[src/rtl/multi_digit_counter_pkg.sv]
// Shared definitions for the multi-digit BCD counter: seven-segment
// patterns (active-low, bit6..bit0 = middle..top), count direction and
// BCD helpers used by the counter core and the per-digit decoder.
package multi_digit_counter_pkg;

  localparam int BCD_W = 4;
  localparam int SEG_W = 7;

  // Active-low segment patterns, bit order 0=top .. 6=middle.
  localparam logic [SEG_W-1:0] SEG_0     = 7'b1000000;
  localparam logic [SEG_W-1:0] SEG_1     = 7'b1111001;
  localparam logic [SEG_W-1:0] SEG_2     = 7'b0100100;
  localparam logic [SEG_W-1:0] SEG_3     = 7'b0110000;
  localparam logic [SEG_W-1:0] SEG_4     = 7'b0011001;
  localparam logic [SEG_W-1:0] SEG_5     = 7'b0010010;
  localparam logic [SEG_W-1:0] SEG_6     = 7'b0000010;
  localparam logic [SEG_W-1:0] SEG_7     = 7'b1111000;
  localparam logic [SEG_W-1:0] SEG_8     = 7'b0000000;
  localparam logic [SEG_W-1:0] SEG_9     = 7'b0010000;
  localparam logic [SEG_W-1:0] SEG_BLANK = 7'b1111111;

  // Count direction as carried on the 'down' input.
  typedef enum logic {
    DIR_UP   = 1'b0,
    DIR_DOWN = 1'b1
  } dir_e;

  localparam logic [BCD_W-1:0] BCD_MAX = 4'd9;
  localparam logic [BCD_W-1:0] BCD_MIN = 4'd0;

  // A non-decimal nibble loads as zero for that digit only.
  function automatic logic [BCD_W-1:0] bcd_sanitize(input logic [BCD_W-1:0] nib);
    return (nib > BCD_MAX) ? BCD_MIN : nib;
  endfunction

endpackage

[src/rtl/multi_digit_counter_seg7_decode.sv]
// Single-digit BCD to active-low seven-segment decoder. Purely
// combinational; codes above 9 blank the digit.
module seg7_decode
  import multi_digit_counter_pkg::*;
(
  input  logic [BCD_W-1:0] bcd_i,
  output logic [SEG_W-1:0] seg_o
);

  // Look up the segment pattern for the incoming BCD code.
  always_comb begin
    // NOTE: every combinational output gets a value before any branch, so
    // no path can leave it unassigned and infer a latch.
    seg_o = SEG_BLANK;
    case (bcd_i)
      4'd0:    seg_o = SEG_0;
      4'd1:    seg_o = SEG_1;
      4'd2:    seg_o = SEG_2;
      4'd3:    seg_o = SEG_3;
      4'd4:    seg_o = SEG_4;
      4'd5:    seg_o = SEG_5;
      4'd6:    seg_o = SEG_6;
      4'd7:    seg_o = SEG_7;
      4'd8:    seg_o = SEG_8;
      4'd9:    seg_o = SEG_9;
      default: seg_o = SEG_BLANK;
    endcase
  end

endmodule

[src/rtl/multi_digit_counter.sv]
// Cascaded decimal up/down counter driven by a debounced push-button.
// The button is synchronized, debounced, and each debounced release
// produces one step; 'set' loads a BCD value and wins over a step.
module multi_digit_counter
  import multi_digit_counter_pkg::*;
#(
  parameter int NUM_DIGITS      = 4,
  parameter int DEBOUNCE_CYCLES = 16
) (
  input  logic                        clk,
  input  logic                        reset,
  input  logic                        button,
  input  logic                        down,
  input  logic                        set,
  input  logic [BCD_W*NUM_DIGITS-1:0] input_value,
  output logic [BCD_W*NUM_DIGITS-1:0] output_value,
  output logic [SEG_W*NUM_DIGITS-1:0] displayed_value,
  output logic                        overflow
);

  localparam int VAL_W = BCD_W * NUM_DIGITS;
  // The counter only needs to reach DEBOUNCE_CYCLES-1 before the level flips.
  localparam int CNT_W = (DEBOUNCE_CYCLES > 2) ? $clog2(DEBOUNCE_CYCLES) : 1;
  localparam logic [CNT_W-1:0] CNT_LAST = CNT_W'(DEBOUNCE_CYCLES - 1);

  logic             sync1_q, sync2_q;
  logic             db_level_q, db_level_d;
  logic             db_prev_q;
  logic [CNT_W-1:0] db_cnt_q, db_cnt_d;
  logic             step_evt;
  logic [VAL_W-1:0] value_q, value_d;
  logic             overflow_q, overflow_d;
  logic             carry;
  logic [BCD_W-1:0] digit;

  // Two-flop synchronizer for the asynchronous button.
  always_ff @(posedge clk) begin
    if (reset) begin
      sync1_q <= 1'b0;
      sync2_q <= 1'b0;
    end else begin
      // NOTE: non-blocking assignments make sync2_q take the old sync1_q,
      // giving two real flop stages rather than one collapsed wire.
      sync1_q <= button;
      sync2_q <= sync1_q;
    end
  end

  // Debounce: flip the level only after DEBOUNCE_CYCLES consecutive
  // disagreeing samples; any agreeing sample restarts the count.
  always_comb begin
    db_level_d = db_level_q;
    db_cnt_d   = '0;
    if (sync2_q != db_level_q) begin
      if (db_cnt_q == CNT_LAST) begin
        db_level_d = sync2_q;
      end else begin
        db_cnt_d = db_cnt_q + 1'b1;
      end
    end
  end

  // Debounce state and the delayed level used for release detection.
  always_ff @(posedge clk) begin
    if (reset) begin
      db_level_q <= 1'b0;
      db_prev_q  <= 1'b0;
      db_cnt_q   <= '0;
    end else begin
      db_level_q <= db_level_d;
      db_prev_q  <= db_level_q;
      db_cnt_q   <= db_cnt_d;
    end
  end

  // One-cycle step on a debounced release (1 -> 0).
  assign step_evt = db_prev_q & ~db_level_q;

  // Digit chain: load wins over step; a step ripples carry/borrow through
  // all digits in the same cycle and the final carry marks a wrap.
  always_comb begin
    value_d    = value_q;
    overflow_d = 1'b0;
    carry      = 1'b0;
    digit      = '0;
    if (set) begin
      for (int i = 0; i < NUM_DIGITS; i++) begin
        value_d[BCD_W*i +: BCD_W] = bcd_sanitize(input_value[BCD_W*i +: BCD_W]);
      end
    end else if (step_evt) begin
      carry = 1'b1;
      for (int i = 0; i < NUM_DIGITS; i++) begin
        digit = value_q[BCD_W*i +: BCD_W];
        if (carry) begin
          if (dir_e'(down) == DIR_DOWN) begin
            if (digit == BCD_MIN) begin
              digit = BCD_MAX;
            end else begin
              digit = digit - 1'b1;
              carry = 1'b0;
            end
          end else begin
            if (digit >= BCD_MAX) begin
              digit = BCD_MIN;
            end else begin
              digit = digit + 1'b1;
              carry = 1'b0;
            end
          end
        end
        value_d[BCD_W*i +: BCD_W] = digit;
      end
      overflow_d = carry;
    end
  end

  // Count register and the single-cycle wrap pulse.
  always_ff @(posedge clk) begin
    if (reset) begin
      value_q    <= '0;
      overflow_q <= 1'b0;
    end else begin
      value_q    <= value_d;
      overflow_q <= overflow_d;
    end
  end

  assign output_value = value_q;
  assign overflow     = overflow_q;

  // One decoder per digit; the display follows the registered count.
  for (genvar g = 0; g < NUM_DIGITS; g++) begin : g_seg
    seg7_decode u_seg7_decode (
      .bcd_i (value_q[BCD_W*g +: BCD_W]),
      .seg_o (displayed_value[SEG_W*g +: SEG_W])
    );
  end

endmodule

[config.mk]
export PLATFORM = sky130hd
export DESIGN_NAME = multi_digit_counter
export DESIGN_NICKNAME = d
export VERILOG_FILES = /design/src/rtl/multi_digit_counter_pkg.sv /design/src/rtl/multi_digit_counter_seg7_decode.sv /design/src/rtl/multi_digit_counter.sv
export SDC_FILE = /design/constraint.sdc
export NUM_CORES = 1
export LEC_CHECK = 0
export BUFFER_PORTS_ARGS = -buffer_cell sky130_fd_sc_hd__buf_2
export CORE_MARGIN = 2
export CORE_UTILIZATION = 58
export CTS_CLUSTER_SIZE = 10
export DETAILED_ROUTE_END_ITERATION = 7
export GPL_TIMING_DRIVEN = 0
export PLACE_DENSITY = 0.85
export SLEW_MARGIN = 30
export SYNTH_ARGS = -nofsm -noshare
export SYNTH_HDL_FRONTEND = slang
export SYNTH_HIERARCHICAL = 1
export SYNTH_SLANG_ARGS = --single-unit
[constraint.sdc]
create_clock -name clk -period 5.9 [get_ports clk]
set_input_delay 0.295 -clock clk [delete_from_list [all_inputs] [get_ports clk]]
set_output_delay 0.295 -clock clk [all_outputs]
set_load 0.01 [all_outputs]
Yosys cells after proc, flatten, opt, wreduce, memory -nomap -nowiden
Memories as Yosys holds them, arrays and structs flattened. A register that Yosys moved wholly into a read port is not among the register bits.
Index checks and enable logic that the tools add are counted.
Widths: inputs -> output; s select.
- register bits: 25
- bits in read-only memories: 448
- input port bits: 21
- output and inout port bits: 45
- logic and storage cells: 101
- memories kept: 4
- memory list (memory ; depth ; bits a word ; read ports ; clocked after memory_dff ; write ports ; line ; source):
    (no name shown) ; 16 ; 7 ; 1 ; 1 ; 0 ; multi_digit_counter_seg7_decode.sv:15 ; case (bcd_i)
    (no name shown) ; 16 ; 7 ; 1 ; 1 ; 0 ; multi_digit_counter_seg7_decode.sv:15 ;
    (no name shown) ; 16 ; 7 ; 1 ; 1 ; 0 ; multi_digit_counter_seg7_decode.sv:15 ;
    (no name shown) ; 16 ; 7 ; 1 ; 1 ; 0 ; multi_digit_counter_seg7_decode.sv:15 ;
- add/subtract/negate cells: 9
- $lt $le $gt $ge: 8
- equality and inequality tests: 2
- multiplexer cells: 49
- bitwise gates (word level): 5
- reductions and logical operators: 14
- operators with widths (kind ; count):
    $mux 4 ; 27
    $mux 16 ; 2
    $add 4x1->4 const B ; 5
    $mux 1 ; 20
    $ge 4x4->1 const B ; 4
    $gt 4x4->1 const B ; 4
    $logic_not 4->1 ; 4
    $sub 4x1->4 const B ; 4
    $reduce_and 2->1 ; 4
    $reduce_bool 2->1 ; 4
    $eq 4x4->1 const B ; 1
    $not 1->1 ; 4
    $reduce_or 4->1 ; 1
    $reduce_or 3->1 ; 1
    $and 1x1->1 ; 1
    $ne 1x1->1 ; 1

Longest topological paths before layout
- depth after elaboration: 16
- mapped depth: 7
- mapped depth without buffers: 7

Modules after synthesis
Netlist, hierarchy kept.
- by module, submodules not included (module ; times used ; cells each ; area an instance (sq um) ; sequential area each (sq um)):
    multi_digit_counter ; 1 ; 249 ; 1974.4 ; 500.5
    seg7_decode at g_seg[0].u_seg7_decode ... ; 3 ; 33 ; 210.2 ; 0.0
    seg7_decode at g_seg[1].u_seg7_decode ; 1 ; 31 ; 200.2 ; 0.0

Least setup slack after synthesis
No wires, ideal clock.
- path type: flip-flop to flip-flop
- start point: reg value_q[0], in the netlist output_value[0]
- end point: reg value_q[8], in the netlist output_value[8]
- arrival: 1.964 ns
- setup slack: 3.818 ns
- cell stages (with the launch flop): 8
- buffers on the path: 0
- cell sequence: dfxtp_1 -> inv_1 -> ha_1 -> nor3b_2 -> o32ai_4 -> and2_1 -> o21ai_0 -> a32o_1
- word-level cells in the longest chain between the ends: 10
- elaborated cells between the ends (all ways): 12
- classes of those cells: order compare: 1; mux: 8; reduce/logical: 3
- ends and longest elaborated chain (item ; line ; source):
    from (decl) ; multi_digit_counter.sv:31 ; logic [VAL_W-1:0] value_q, value_d;
    from (signal assigned) ; multi_digit_counter.sv:123 ; value_q <= value_d;
    $ge 4x4->1 or $logic_not 4->1 (tied branches) ; multi_digit_counter.sv:103, multi_digit_counter.sv:96 ;
    $mux 1 (on tied branches) ; multi_digit_counter.sv:103, multi_digit_counter.sv:96 ;
    $mux 1 * ; multi_digit_counter.sv:95 ; if (dir_e'(down) == DIR_DOWN) begin
    $mux 1 * ; multi_digit_counter.sv:90 ; end else if (step_evt) begin
    $mux 1 * ; multi_digit_counter.sv:86 ; if (set) begin
    $mux 1 * ; multi_digit_counter.sv:94 ; if (carry) begin
    $mux 1 * ; multi_digit_counter.sv:90 ;
    $mux 1 * ; multi_digit_counter.sv:86 ;
    $reduce_bool 2->1 (no source line) * ; -- ;
    $reduce_and 2->1 (no source line) * ; -- ;
Mark *: on every way between the ends. The rest lies on a longest branch, timed or not. The select of a mux whose other input is x is not followed.
A chain may end at the register's enable or synchronous reset.

Worst setup path in the final report
- start point: reg value_q[0], in the netlist output_value[0]
- end point: reg value_q[15], in the netlist output_value[15]
- word-level cells in the longest chain between the ends: 13
- elaborated cells between the ends (all ways): 15
- classes of those cells: order compare: 1; mux: 11; reduce/logical: 3
- ends and longest elaborated chain (item ; line):
    $ge 4x4->1 or $logic_not 4->1 (tied branches) ; multi_digit_counter.sv:103, multi_digit_counter.sv:96
    $mux 1 (on tied branches) ; multi_digit_counter.sv:103, multi_digit_counter.sv:96
    $mux 1 * ; multi_digit_counter.sv:95
    $mux 1 * ; multi_digit_counter.sv:90
    $mux 1 * ; multi_digit_counter.sv:86
    $mux 1 * ; multi_digit_counter.sv:94
    $mux 1 * ; multi_digit_counter.sv:90
    $mux 1 * ; multi_digit_counter.sv:86
    $mux 1 * ; multi_digit_counter.sv:94
    $mux 1 * ; multi_digit_counter.sv:90
    $mux 1 * ; multi_digit_counter.sv:86
    $reduce_bool 2->1 (no source line) * ; --
    $reduce_and 2->1 (no source line) * ; --
Marked as above.

==> impl_metrics.ini <==
[status]
status = complete, no violations

[yosys]
synthTopCellsByCount = o21ai_0, nor2_1, a21oi_1, ha_1, inv_1
syn-num-nets = 434
synth_flop_cell = dfxtp_1
ys_types = 58
avgSynthCellArea_um2 = 7.402
synth-compound-area-share_pct = 31.67
synth-seq-cells = 25
yosysTopAreaCellShare_pct = 17.84
synth_xor_xnor_area_share_pct = 1.873
synthAdderAreaFrac_pct = 15.17
yosysMostFrequentCell = o21ai_0
synth_top_family_by_area = compound AO/OA/AOI/OAI gates
yosys_warnings = 6
synth_area_leaders = dfxtp_1, ha_1, o21ai_0, a21oi_1, nor2_1
seq_area_frac_synth_pct = 17.84
synth.cell_area_um2 = 2805
synth_edf_count = 0
async_flop_share_pct = 0
synthSimpleGateAreaFrac_pct = 23.68
synth_top_cell_by_area = dfxtp_1
syn_inst = 379
synthMuxAreaShare_pct = 0.3568

[sta]
fin_ws_ns = 3.550
tightest_slew_ns = 0.5739
hold_viol_final = 0
setup_tns_ns = 0
clock_skew_ns = 0.007776
rsz0062_at_grt = false
timing.final.crit_share_pct = 39.84
fmax_mhz = 425.5
timing.hold.ws_ns = 0.2421
setup_viol = 0
drv_slew = 0
fin_crit_ns = 2.350
slew_headroom_pct = 61.74

[clock_network]
cts_setup_buffers = 0
cts_inserted_buffers = 3
cts_root_buffer = clkbuf_8
clkSinkCount = 25
postCtsHoldBufs = 0
cts_tree = built
clk_pin_slew_worst_paths_ns = 0.09
clkLatencyLatePin_ns = 0.28
cts.path.max_buffers = 2
htree_levels = 1
post_cts_resized = 0

[worst_setup_path]
arrival_ns = 2.49
end_kind = flop
worstSetupPathType = flop to flop
critical_path.max_fanout = 13
setup.worst_path.start_class = flop
crit_required_ns = 6.04

[layout]
drive_gt1_share_pct = 21.03
antenna_cells = 0
layout.filler_cells = 402
multi_input_area_um2 = 2041
nNetsFinal = 503
regArea_um2 = 500.5
utilization_pct = 69.09
final_cell_area_um2 = 3242
fin_cells = 501
area_growth_pct = 15.57

[global_route]
first_global_vias = 2554
grt.overflow.total = 0
grt.total_usage_pct = 25.83
grt_start_max_net_pins = 16
grt_pass1_wl_um = 11390
antenna_found_initial = 0

[placement]
dpl.cell_count = 497
numPortBuffers = 64
place_ws_ns = 3.573
post-dp-hpwl_um = 5251
post_dp_cell_area_um2 = 3193
routabilityCongestion = 0.9160

[drt]
first_iter_violations = 223
num_vias = 2979
avgRoutedWirePerCell_um = 13.79
drc = 0
drtAntennaViolNets = 0
wirelength_um = 6908
first_pass_iters = 5
via_per_inst = 5.946

[die]
dieArea_um2 = 5409
start_util_pct = 59.79
die_x_um = 73.55
row_count = 25
ioPinCount = 66
coreArea_um2 = 4692
die_y_um = 73.55

[power_and_ir_drop]
max-vdd-ir-drop_mv = 0.1274
power_density_nw_per_um2 = 156.6
p_leak_nw = 1.442
power.total_mw = 0.5078

[job]
maxCapViolCount = 0

[worst_hold_path]
min_path_type = primary input to flop
-- routing by layer --
| metal | vias to the layer above | global-route usage [%] | part of all wire [%] |
|---|---|---|---|
| li1 | 1487 | - | - |
| met1 | 1379 | 35.54 | 46 |
| met2 | 97 | 42.46 | 47 |
| met3 | 16 | 3.704 | 5.7 |
| met4 | 0 | 6.263 | 1.3 |
| met5 | - | 0 | 0 |
-- flip-flops by register name, summed over array words and instances (netlist names) --
register	cells
db_cnt_q	4
db_prev_q	1
sync1_q	1
output_value	16
sync2_q	1
overflow	1
db_level_q	1
-- kinds of logic after synthesis --
| kind of cell | count (synthesis) |
|---|---|
| compound gates | 134 |
| xor+xnor | 6 |
| fa+ha+maj | 34 |
| buf+inv | 55 |
| flops | 25 |
| mux | 1 |
| simple gates | 124 |
-- where the power goes --
| group | internal, mW | switching [mW] |
|---|---|---|
| clock network | 0.0480 | 0.0595 |
| logic | 0.0881 | 0.119 |
| registers | 0.176 | 0.0172 |
-- final cells by class --
class / instances / area share (%)
clock inverters: 1 / 0.2316
clock buffers: 3 / 1.274
multi-input cells: 299 / 62.95
plain buffers: 21 / 4.207
repair buffers: 64 / 9.880
inverters: 34 / 3.937
flip-flops and latches: 25 / 15.44
well taps: 54 / 2.084
-- final timing paths --
| kind | start | end | slack [ns] | cells after the start |
|---|---|---|---|---|
| setup / recovery | output_value[0] | output_value[15] | 3.55 | 7 |
| hold / removal | button | sync1_q | 0.24 | 2 |
| setup reg to reg | output_value[0] | output_value[15] | 3.55 | 7 |
| hold reg to reg | db_cnt_q[0] | db_cnt_q[0] | 0.45 | 1 |
-- cells in the final DEF, fill, tap and decap left out, types with 8 or more instances in the layout --
master	count
nor2_1	40
nand3_1	10
ha_1	34
a21oi_1	34
dfxtp_1	25
inv_1	34
o21ai_0	43
buf_2	73
nor2b_1	9
o211ai_1	8
nand2_1	17
nand2b_1	18
-- worst max-delay path: stages, from the launching register on --
cell	delay, ns
dfxtp_1	0.60
inv_1	0.12
ha_1	0.30
nor3b_2	0.23
o32ai_4	0.41
a31oi_4	0.21
a311oi_1	0.27
nor3_1	0.09
(Power assumes the default switching activity.)
